==> src/rtl/prio_encoder_pkg.sv <==
// Shared types and helpers for the streaming priority/one-hot encoder.
// The one-hot test is width-generic by zero-padding up to ONEHOT_MAX_W bits.
package prio_encoder_pkg;

  typedef enum logic [1:0] {
    ENC_STRICT  = 2'b00,
    ENC_PRIO_HI = 2'b01,
    ENC_PRIO_LO = 2'b10,
    ENC_RSVD    = 2'b11
  } enc_mode_e;

  localparam int ONEHOT_MAX_W = 256;

  // popcount == 1: non-zero and clearing the lowest set bit leaves nothing
  function automatic logic is_onehot(input logic [ONEHOT_MAX_W-1:0] v);
    return (v != '0) && ((v & (v - 1'b1)) == '0);
  endfunction

endpackage

==> src/rtl/prio_encoder_core.sv <==
// Combinational N-to-log2(N) encoder: STRICT one-hot, highest-set or lowest-set index.
// Illegal inputs for the selected mode give code 0 with err 1, never X.
module prio_encoder_core
  import prio_encoder_pkg::*;
#(
  parameter int N = 8,
  localparam int OUT_W = $clog2(N)
) (
  input  logic [N-1:0]     data,
  input  enc_mode_e        mode,
  output logic [OUT_W-1:0] code,
  output logic             err
);

  logic [ONEHOT_MAX_W-1:0] padded;
  logic [OUT_W-1:0]        hi_idx;
  logic [OUT_W-1:0]        lo_idx;
  logic                    any_set;
  logic                    onehot;

  always_comb begin
    padded         = '0;
    padded[N-1:0]  = data;
    any_set        = |data;
    onehot         = is_onehot(padded);
  end

  // Ascending scan keeps the last (highest) hit; descending keeps the lowest.
  always_comb begin
    hi_idx = '0;
    lo_idx = '0;
    for (int i = 0; i < N; i++) begin
      if (data[i]) hi_idx = OUT_W'(i);
    end
    for (int i = N - 1; i >= 0; i--) begin
      if (data[i]) lo_idx = OUT_W'(i);
    end
  end

  always_comb begin
    code = '0;
    err  = 1'b0;
    unique case (mode)
      ENC_PRIO_HI: begin
        code = any_set ? hi_idx : '0;
        err  = !any_set;
      end
      ENC_PRIO_LO: begin
        code = any_set ? lo_idx : '0;
        err  = !any_set;
      end
      default: begin
        // STRICT and the reserved encoding share behaviour
        code = onehot ? lo_idx : '0;
        err  = !onehot;
      end
    endcase
  end

endmodule

==> src/rtl/prio_encoder_stream.sv <==
// Streaming encoder: valid/ready in, 2-entry result FIFO out, saturating error counter.
// Latency 1 cycle into an empty FIFO; in_ready is registered and drops once both entries are held.
module prio_encoder_stream
  import prio_encoder_pkg::*;
#(
  parameter int N = 8,
  parameter int ERR_CNT_W = 8,
  localparam int OUT_W = $clog2(N)
) (
  input  logic                 clk,
  input  logic                 reset_n,
  input  logic                 in_valid,
  output logic                 in_ready,
  input  logic [N-1:0]         in_data,
  input  logic [1:0]           in_mode,
  output logic                 out_valid,
  input  logic                 out_ready,
  output logic [OUT_W-1:0]     out_code,
  output logic                 out_err,
  input  logic                 clr_err,
  output logic [ERR_CNT_W-1:0] err_count
);

  typedef struct packed {
    logic [OUT_W-1:0] code;
    logic             err;
  } result_t;

  localparam logic [ERR_CNT_W-1:0] ERR_MAX = {ERR_CNT_W{1'b1}};

  result_t    res;
  result_t    head_q;
  result_t    tail_q;
  logic [1:0] count_q;
  logic [1:0] count_next;
  logic       push;
  logic       pop;

  prio_encoder_core #(
    .N (N)
  ) u_core (
    .data (in_data),
    .mode (enc_mode_e'(in_mode)),
    .code (res.code),
    .err  (res.err)
  );

  assign push      = in_valid && in_ready;
  assign pop       = out_valid && out_ready;
  assign out_valid = (count_q != 2'd0);
  assign out_code  = out_valid ? head_q.code : '0;
  assign out_err   = out_valid ? head_q.err : 1'b0;

  always_comb begin
    count_next = count_q;
    unique case ({push, pop})
      2'b10:   count_next = count_q + 2'd1;
      2'b01:   count_next = count_q - 2'd1;
      default: count_next = count_q;
    endcase
  end

  // The new result lands in slot count_next-1; a pop first shifts tail to head.
  always_ff @(posedge clk or negedge reset_n) begin
    if (!reset_n) begin
      head_q   <= '0;
      tail_q   <= '0;
      count_q  <= 2'd0;
      in_ready <= 1'b0;
    end else begin
      count_q  <= count_next;
      in_ready <= (count_next < 2'd2);
      if (pop) head_q <= tail_q;
      if (push) begin
        if (count_next == 2'd1) head_q <= res;
        else                    tail_q <= res;
      end
    end
  end

  always_ff @(posedge clk or negedge reset_n) begin
    if (!reset_n) begin
      err_count <= '0;
    end else if (clr_err) begin
      err_count <= '0;
    end else if (push && res.err && (err_count != ERR_MAX)) begin
      err_count <= err_count + ERR_CNT_W'(1);
    end
  end

endmodule

==> config.mk <==
export PLATFORM = sky130hd
export DESIGN_NAME = prio_encoder_stream
export DESIGN_NICKNAME = d
export VERILOG_FILES = /design/src/rtl/prio_encoder_pkg.sv /design/src/rtl/prio_encoder_core.sv /design/src/rtl/prio_encoder_stream.sv
export SDC_FILE = /design/constraint.sdc
export NUM_CORES = 1
export LEC_CHECK = 0
export BUFFER_PORTS_ARGS = -buffer_cell sky130_fd_sc_hd__buf_4
export CORE_MARGIN = 2
export CORE_UTILIZATION = 40
export DETAILED_ROUTE_END_ITERATION = 16
export PLACE_DENSITY_LB_ADDON = 0.05
export SLEW_MARGIN = 20
export SYNTH_ARGS = -nofsm -noshare
export SYNTH_HDL_FRONTEND = slang
export SYNTH_SLANG_ARGS = --single-unit
==> constraint.sdc <==
create_clock -name clk -period 3.5 [get_ports clk]
set_input_delay 0.175 -clock clk [delete_from_list [all_inputs] [get_ports clk]]
set_output_delay 0.175 -clock clk [all_outputs]
set_load 0.05 [all_outputs]
==> flow_summary.rst, run 1 <==
.. list-table::
   :header-rows: 1

   * - Metric
     - Value
   * - H-tree depth
     - 1
   * - Classification of the worst-slack hold path
     - in2reg
   * - Setup repair after global routing missed its margin
     - false
   * - Fin Setup TNS
     - 0 ns
   * - Sum of buffers and inverters on the critical path
     - 2
   * - Die Wd
     - 62.5 um
   * - LEAKAGE
     - 0.761 nW
   * - Total global routing track utilization
     - 15.9%
   * - ANT nets after route
     - 0
   * - Wire length of the first global-routing pass
     - 5.11 mm
   * - Clk buf depth
     - 2
   * - Main synth FF type
     - sky130_fd_sc_hd__dfrtp_1
   * - Post-Syn Instances
     - 147
   * - Total clock sinks
     - 19
   * - Detailed-route via count
     - 1,189
   * - Fin Clk Skew
     - 0.00710 ns
   * - Fillcell total
     - 334
   * - Fraction of layout cells with a size suffix above 1
     - 25.3%
   * - Master cell of the clock root buffer
     - sky130_fd_sc_hd__clkbuf_4
   * - Cell area after technology mapping
     - 0.00137 mm^2
   * - Fraction of the cycle the final worst path needs
     - 74.0%
   * - Main combinational cell family by area after synthesis
     - simple AND/OR/NAND/NOR gates
   * - Fraction of synthesis flops using an asynchronous set or reset pin
     - 100%
   * - Sequential element share of the synthesized area
     - 34.7%
   * - Transition time of the tightest slew-check pin
     - 0.685 ns
   * - Post-Syn Nets
     - 166
   * - Worst voltage drop across the vdd grid
     - 144 uV
   * - Largest cells by area after synthesis
     - sky130_fd_sc_hd__dfrtp_1, sky130_fd_sc_hd__mux2i_1, sky130_fd_sc_hd__a21oi_1, sky130_fd_sc_hd__inv_1, sky130_fd_sc_hd__ha_1
   * - Worst path max stage delay
     - 0.53 ns
   * - # rows
     - 21
   * - Most frequent cells after synthesis
     - sky130_fd_sc_hd__dfrtp_1, sky130_fd_sc_hd__inv_1, sky130_fd_sc_hd__a21oi_1, sky130_fd_sc_hd__mux2i_1, sky130_fd_sc_hd__o21ai_0
   * - Largest delay share family, worst path
     - simple AND/OR/NAND/NOR gates
   * - Net count of the finished layout
     - 198
   * - DRT Pass-1 Iters
     - 4
   * - Run status
     - completed
   * - WL per Instance
     - 12.9 um
   * - Warning count from the yosys run
     - 0
   * - HPWL after detailed placement
     - 2.28 mm
   * - CTS tree
     - yes
   * - TritonCTS buffer count
     - 3
   * - Die Area
     - 0.00391 mm^2
   * - Placer Congestion
     - 0.770
   * - Drt drc
     - 0
   * - Xor and xnor fraction of the mapped netlist area
     - 3.11%
   * - Die Y
     - 62.5 um
   * - Number of top-level design ports
     - 29
   * - Number of gates resized after cts
     - 0
   * - Routed via count divided by cell count
     - 5.31
   * - Antenna diodes
     - 0
   * - Hold Vio Cnt, Final
     - 0
   * - Wire length after detailed routing
     - 2.89 mm
   * - Kind of critical path
     - reg2reg
   * - Fin crit period
     - 2.59 ns
   * - Starting Density
     - 41.4%
   * - Remaining max-slew budget at the tightest pin
     - 54.0%
   * - Cell taking the most area after synthesis
     - sky130_fd_sc_hd__dfrtp_1
   * - Aggregate global routing overflow
     - 0
   * - Number of global-route vias before repair
     - 1,139
   * - Flops & latches, synth
     - 19
   * - IO Port Bufs
     - 28
   * - Achievable frequency
     - 386 MHz
   * - Antenna violations before repair
     - 0
   * - Fraction of the mapped netlist area in compound gates
     - 18.4%
   * - Count of flip-flops with a built-in enable after synthesis
     - 0
   * - Sort of element at the end of the critical path
     - register
   * - Post-synthesis mux area share
     - 10.4%
   * - Syn_area_per_cell
     - 9.32 um^2
   * - Critical path's slowest cell
     - sky130_fd_sc_hd__nor3_1
   * - CP Data Arrival Time
     - 2.81 ns
   * - Post-synthesis to final-layout area growth
     - 20.8%
   * - Largest fanout on the critical path
     - 6
   * - Max-Cap Viols
     - 0
   * - Fraction of the mapped netlist area in simple logic gates
     - 23.9%
   * - Final slew viol count
     - 0
   * - Required @ worst endpoint
     - 3.73 ns
   * - Total power divided by cell area
     - 557 mW/mm^2
   * - Number of DRC markers after the initial detailed-route iteration
     - 68
   * - Critical Path Source Type
     - register
   * - Clock slew at the register clock pins of the worst setup and hold paths
     - 0.11 ns
   * - Clk Latency, worst-skew pair
     - 0.29 ns
   * - Overall Power
     - 0.000921 W
   * - CORE AREA
     - 0.00331 mm^2
   * - Adder-cell share of the synthesized area
     - 3.65%
   * - Largest net degree at the start of global routing
     - 20
   * - Cell breakdown of the critical path
     - nor2_1 -> inv_1 -> nand2_1 -> inv_1 -> ha_1 -> nor3_1 -> a21oi_1 -> nor2_1 -> nor3_1 -> mux2i_1
   * - Number of library cell types mapped by synthesis
     - 43
   * - Most frequently used cell type in the post-synthesis netlist
     - sky130_fd_sc_hd__dfrtp_1
   * - Total of endpoints with negative setup slack in the final report
     - 0
   * - Post-synth top area share
     - 34.7%
cells in the final DEF (no fill, tap or decap), types with 4 or more instances in the layout:
cell type / count
sky130_fd_sc_hd__buf_4: 29
sky130_fd_sc_hd__dfrtp_1: 19
sky130_fd_sc_hd__inv_1: 14
sky130_fd_sc_hd__a21oi_1: 13
sky130_fd_sc_hd__mux2i_1: 12
sky130_fd_sc_hd__o21ai_0: 9
sky130_fd_sc_hd__nor2_1: 8
sky130_fd_sc_hd__nor2b_1: 7
sky130_fd_sc_hd__nand2_1: 6
sky130_fd_sc_hd__nand2b_1: 4
sky130_fd_sc_hd__or3_1: 4
sky130_fd_sc_hd__ha_1: 4
final timing paths:
check | startpoint | to | slack [ns] | cells past startpoint
max | count_q[0] | tail_q[3] | 0.91 | 10
min | clr_err | err_count[4] | 0.10 | 2
max reg2reg | count_q[0] | tail_q[3] | 0.91 | 10
min reg2reg | tail_q[1] | tail_q[1] | 0.54 | 2
max in group asynchronous | reset_n | head_q[2] | 3.01 | 2
min in group asynchronous | reset_n | err_count[5] | 0.28 | 2
power breakdown:
group          leakage (nW)  switching [W]  total [W]  internal [W]
Sequential            0.250      0.0000486   0.000333      0.000285
Clock                0.0150      0.0000684   0.000113     0.0000443
Combinational         0.496       0.000294   0.000475      0.000182
logic make-up (layout without fill, tap and decap cells):
kind of cell	count (synthesis)	after routing
muxes	14	14
adders and majority gates	4	4
DFF	19	19
and+or+nand+nor	52	52
buffers and inverters	17	48
xor gates and xnor gates	4	4
AOI/OAI and AO/OA	37	37
timing repair:
action	in CTS	in global routing
buffers inserted	0	0
hold endpoints to repair	19	0
hold buffers	1	0
per-layer routing:
metal	GRT usage [%]	wire, um	vias up
met3	1.26	72	4
met5	0	0	-
met2	27.7	1470	24
met1	20.5	1310	564
met4	5.83	34	0
li1	-	-	597
metrics by stage:
step	util [%]	instance area, um^2	instances	worst slack [ns]	hold slack, ns
detailed placement	48.9	1620	219	0.890	0.0669
finish	50.0	1660	224	0.910	0.103
floorplan	-	1370	147	0.937	-0.121
global route	50.0	1660	224	0.550	0.0878
global placement	48.9	1620	219	1.02	0.0615
CTS	50.0	1660	224	0.877	0.0962
worst register-to-register path: cells and delay by family (launching register included):
kind,cells,cell delay [ns]
and+or+nand+nor,5,1.15
adders and majority gates,1,0.37
AOI/OAI and AO/OA,1,0.11
buffers and inverters,2,0.17
DFF,1,0.46
muxes,1,0.26
flip-flops by register name, summed over array words and instances (netlist names):
register,cells
in_ready,1
head_q,4
count_q,2
tail_q,4
err_count,8
layout make-up:
cell class / count / area [um^2] / area share, %
Clock buffer: 4 / 26.3 / 1.59
Inverter: 14 / 52.6 / 3.17
Timing Repair Buffer: 30 / 228 / 13.8
Multi-Input combinational cell: 111 / 816 / 49.3
Sequential cell: 19 / 475 / 28.7
Tap cell: 46 / 57.6 / 3.48
Power figures use the tool's default switching activity.
==> run 2, diff against run 1 <==
==> constraint.sdc (replaced) <==
create_clock -name clk -period 2.7 [get_ports clk]
set_input_delay 0.135 -clock clk [delete_from_list [all_inputs] [get_ports clk]]
set_output_delay 0.135 -clock clk [all_outputs]
set_load 0.05 [all_outputs]
==> flow_summary.rst, run 2 (synthesized netlist as in run 1, its figures left out) <==
.. list-table::
   :header-rows: 1

   * - Metric
     - Value
   * - Worst hold stages
     - 2 (unchanged)
   * - DRT Pass-1 Iters
     - 5 (+1)
   * - Master cell of the clock root buffer
     - sky130_fd_sc_hd__clkbuf_4
   * - Critical Path Source Type
     - register
   * - Most Used Layer, Global Route
     - met2
   * - Clk Latency, worst-skew pair
     - 0.31 ns (+0.02 ns)
   * - Classification of the worst-slack hold path
     - in2reg
   * - Leading cell type in the layout, fill and taps excluded
     - sky130_fd_sc_hd__buf_4
   * - Met1 track demand over resource in global routing
     - 20.9% (+0.32 points)
   * - Sequential standard cell area
     - 475 um^2 (unchanged)
   * - Flip-flop count of the largest register after layout
     - 8 (unchanged)
   * - Clock slew at the register clock pins of the worst setup and hold paths
     - 0.12 ns (about the same)
   * - Required @ worst endpoint
     - 2.89 ns (-0.84 ns)
   * - Run status
     - completed
   * - Aggregate global routing overflow
     - 0 (unchanged)
   * - Area taken by multi-input logic gates
     - 818 um^2 (+0.31%)
   * - Wire length after detailed routing
     - 3.11 mm (+7.5%)
   * - Wire length of the first global-routing pass
     - 5.46 mm (+7.0%)
   * - Max-Cap Viols
     - 0 (unchanged)
   * - Largest net degree at the start of global routing
     - 20 (unchanged)
   * - Number of global-route vias before repair
     - 1,224 (+7.5%)
   * - Die Y
     - 62.5 um (unchanged)
   * - Top Registers
     - err_count x8, head_q x4, tail_q x4
   * - End point of the critical path
     - head_q[1]
   * - Post-placement cell count
     - 220 (+0.46%)
   * - LEAKAGE
     - 0.769 nW (+1.0%)
   * - Die Area
     - 0.00391 mm^2 (unchanged)
   * - Total global routing track utilization
     - 17.4% (+1.5 points)
   * - Transition time of the tightest slew-check pin
     - 0.507 ns (-0.178 ns)
   * - Die Wd
     - 62.5 um (unchanged)
   * - Reg-to-reg endpoint
     - head_q[1]
   * - CORE AREA
     - 0.00331 mm^2 (unchanged)
   * - Post-synthesis to final-layout area growth
     - 21.6%
   * - # rows
     - 21 (unchanged)
   * - Total power divided by cell area
     - 733 mW/mm^2 (+32%)
   * - Post CTS Setup Buffer Count
     - 0 (unchanged)
   * - Starting Density
     - 41.4% (unchanged)
   * - Total of endpoints with negative setup slack in the final report
     - 0 (unchanged)
   * - WL per Instance
     - 13.8 um (+7.0%)
   * - Final design instance area without fill
     - 0.00167 mm^2 (+0.68%)
   * - HPWL after detailed placement
     - 2.34 mm (+2.6%)
   * - Sort of element at the end of the critical path
     - register
   * - Fin crit period
     - 2.38 ns (-0.205 ns)
   * - H-tree depth
     - 1 (unchanged)
   * - Met3 layer usage reported by global route
     - 2.34% (+1.1 points)
   * - Fraction of the cycle the final worst path needs
     - 88.3% (+14 points)
   * - Number of DRC markers after the initial detailed-route iteration
     - 79 (+16%)
   * - Net count of the finished layout
     - 199 (+0.51%)
   * - Fin Clk Skew
     - 0.00894 ns (+0.00184 ns)
   * - CP Data Arrival Time
     - 2.57 ns (-0.24 ns)
   * - Fin Setup TNS
     - 0 ns (unchanged)
   * - Fillcell total
     - 332 (-0.60%)
   * - Post-layout utilization of the core
     - 50.3% (+0.34 points)
   * - Global-route met2 utilization
     - 30.9% (+3.2 points)
   * - IO Port Bufs
     - 28 (unchanged)
   * - Drt drc
     - 0 (unchanged)
   * - Routed via count divided by cell count
     - 5.33 (+0.48%)
   * - Number of cells traversed by the worst register-to-register path
     - 10 (unchanged)
   * - Placer Congestion
     - 0.746 (-3.2%)
   * - Remaining max-slew budget at the tightest pin
     - 66.1% (+12 points)
   * - Antenna violations before repair
     - 0 (unchanged)
   * - Worst voltage drop across the vdd grid
     - 224 uV (+56%)
   * - Post-Layout Cell Count
     - 225 (+0.45%)
   * - Number of top-level design ports
     - 29 (unchanged)
   * - Fraction of layout cells with a size suffix above 1
     - 26.8% (+1.5 points)
   * - Worst reg-to-reg setup slack
     - 0.32 ns (-0.59 ns)
   * - ANT nets after route
     - 0 (unchanged)
   * - Kind of critical path
     - reg2reg
   * - TritonCTS buffer count
     - 3 (unchanged)
   * - Top register by number of flip-flops
     - err_count
   * - Detailed-route via count
     - 1,200 (+0.93%)
   * - Largest fanout on the critical path
     - 6 (unchanged)
   * - Total clock sinks
     - 19 (unchanged)
   * - Achievable frequency
     - 419 MHz (+8.6%)
   * - Setup repair after global routing missed its margin
     - false
   * - Final slew viol count
     - 0 (unchanged)
   * - Antenna diodes
     - 0 (unchanged)
   * - Clk buf depth
     - 2 (unchanged)
   * - Leading cell types in the layout, fill and taps excluded
     - sky130_fd_sc_hd__buf_4, sky130_fd_sc_hd__dfrtp_1, sky130_fd_sc_hd__inv_1
   * - Critical path startpoint
     - count_q[0]
   * - Hold Vio Cnt, Final
     - 0 (unchanged)
   * - CTS tree
     - yes
   * - Cell area after placement
     - 0.00163 mm^2 (+0.46%)
   * - Startpoint of the most critical register-to-register path
     - count_q[0]
## run 2: timing repair
item / 4_1_cts / 5_1_grt
endpoints found under the hold margin: 19 / 0
endpoints found under the setup margin: 0 / 1
resized for setup: 0 / 1
hold buffers: 1 / 0
## run 2: routing by layer
metal / vias up / routed length [um]
li1: 595 / -
met1: 579 / 1400
met3: 4 / 74
met5: - / 0
met2: 22 / 1580
met4: 0 / 53
## run 2: metrics by stage
stage | hold WS (ns) | total power [W] | setup WS, ns
2_1_floorplan | -0.161 | 0.000887 | 0.137
3_5_place_dp | 0.0231 | 0.00107 | 0.257
5_1_grt | 0.0631 | 0.00131 | 0.0722
4_1_cts | 0.0521 | 0.00122 | 0.236
6_report | 0.0651 | 0.00122 | 0.316
3_3_place_gp | 0.0215 | 0.00105 | 0.349
## run 2: worst min-delay path by stage
stage                        end  startpoint  slack [ns]
floorplan             count_q[0]     reset_n       -0.16
global placement    err_count[6]     reset_n        0.02
detailed placement  err_count[5]     reset_n        0.02
CTS                 err_count[4]     clr_err        0.05
global route        err_count[0]     clr_err        0.06
finish              err_count[4]     clr_err        0.07
## run 2: power by group
part | leakage [nW] | internal [W] | switching, W
Clock | 0.0177 | 0.0000553 | 0.0000949
Sequential | 0.250 | 0.000369 | 0.0000680
Combinational | 0.501 | 0.000244 | 0.000390
Total | 0.769 | 0.000668 | 0.000553
## run 2: critical path: stages (launching register included)
cell and delay [ns]:
sky130_fd_sc_hd__dfrtp_1 0.48, sky130_fd_sc_hd__nor2_2 0.20, sky130_fd_sc_hd__inv_1 0.08, sky130_fd_sc_hd__nand2_1 0.21
sky130_fd_sc_hd__inv_1 0.09, sky130_fd_sc_hd__ha_1 0.25, sky130_fd_sc_hd__xnor2_1 0.16, sky130_fd_sc_hd__nor2_1 0.07
sky130_fd_sc_hd__xnor2_1 0.23, sky130_fd_sc_hd__nand4_1 0.29, sky130_fd_sc_hd__mux2i_1 0.20
## run 2: area by class of cell
class,instances,share of cell area [%]
clock buffer,3,1.35
clock inverter,1,0.300
inverter,14,3.15
multi-input combinational,111,49.1
sequential,19,28.5
tap,46,3.45
timing repair buffer,31,14.1
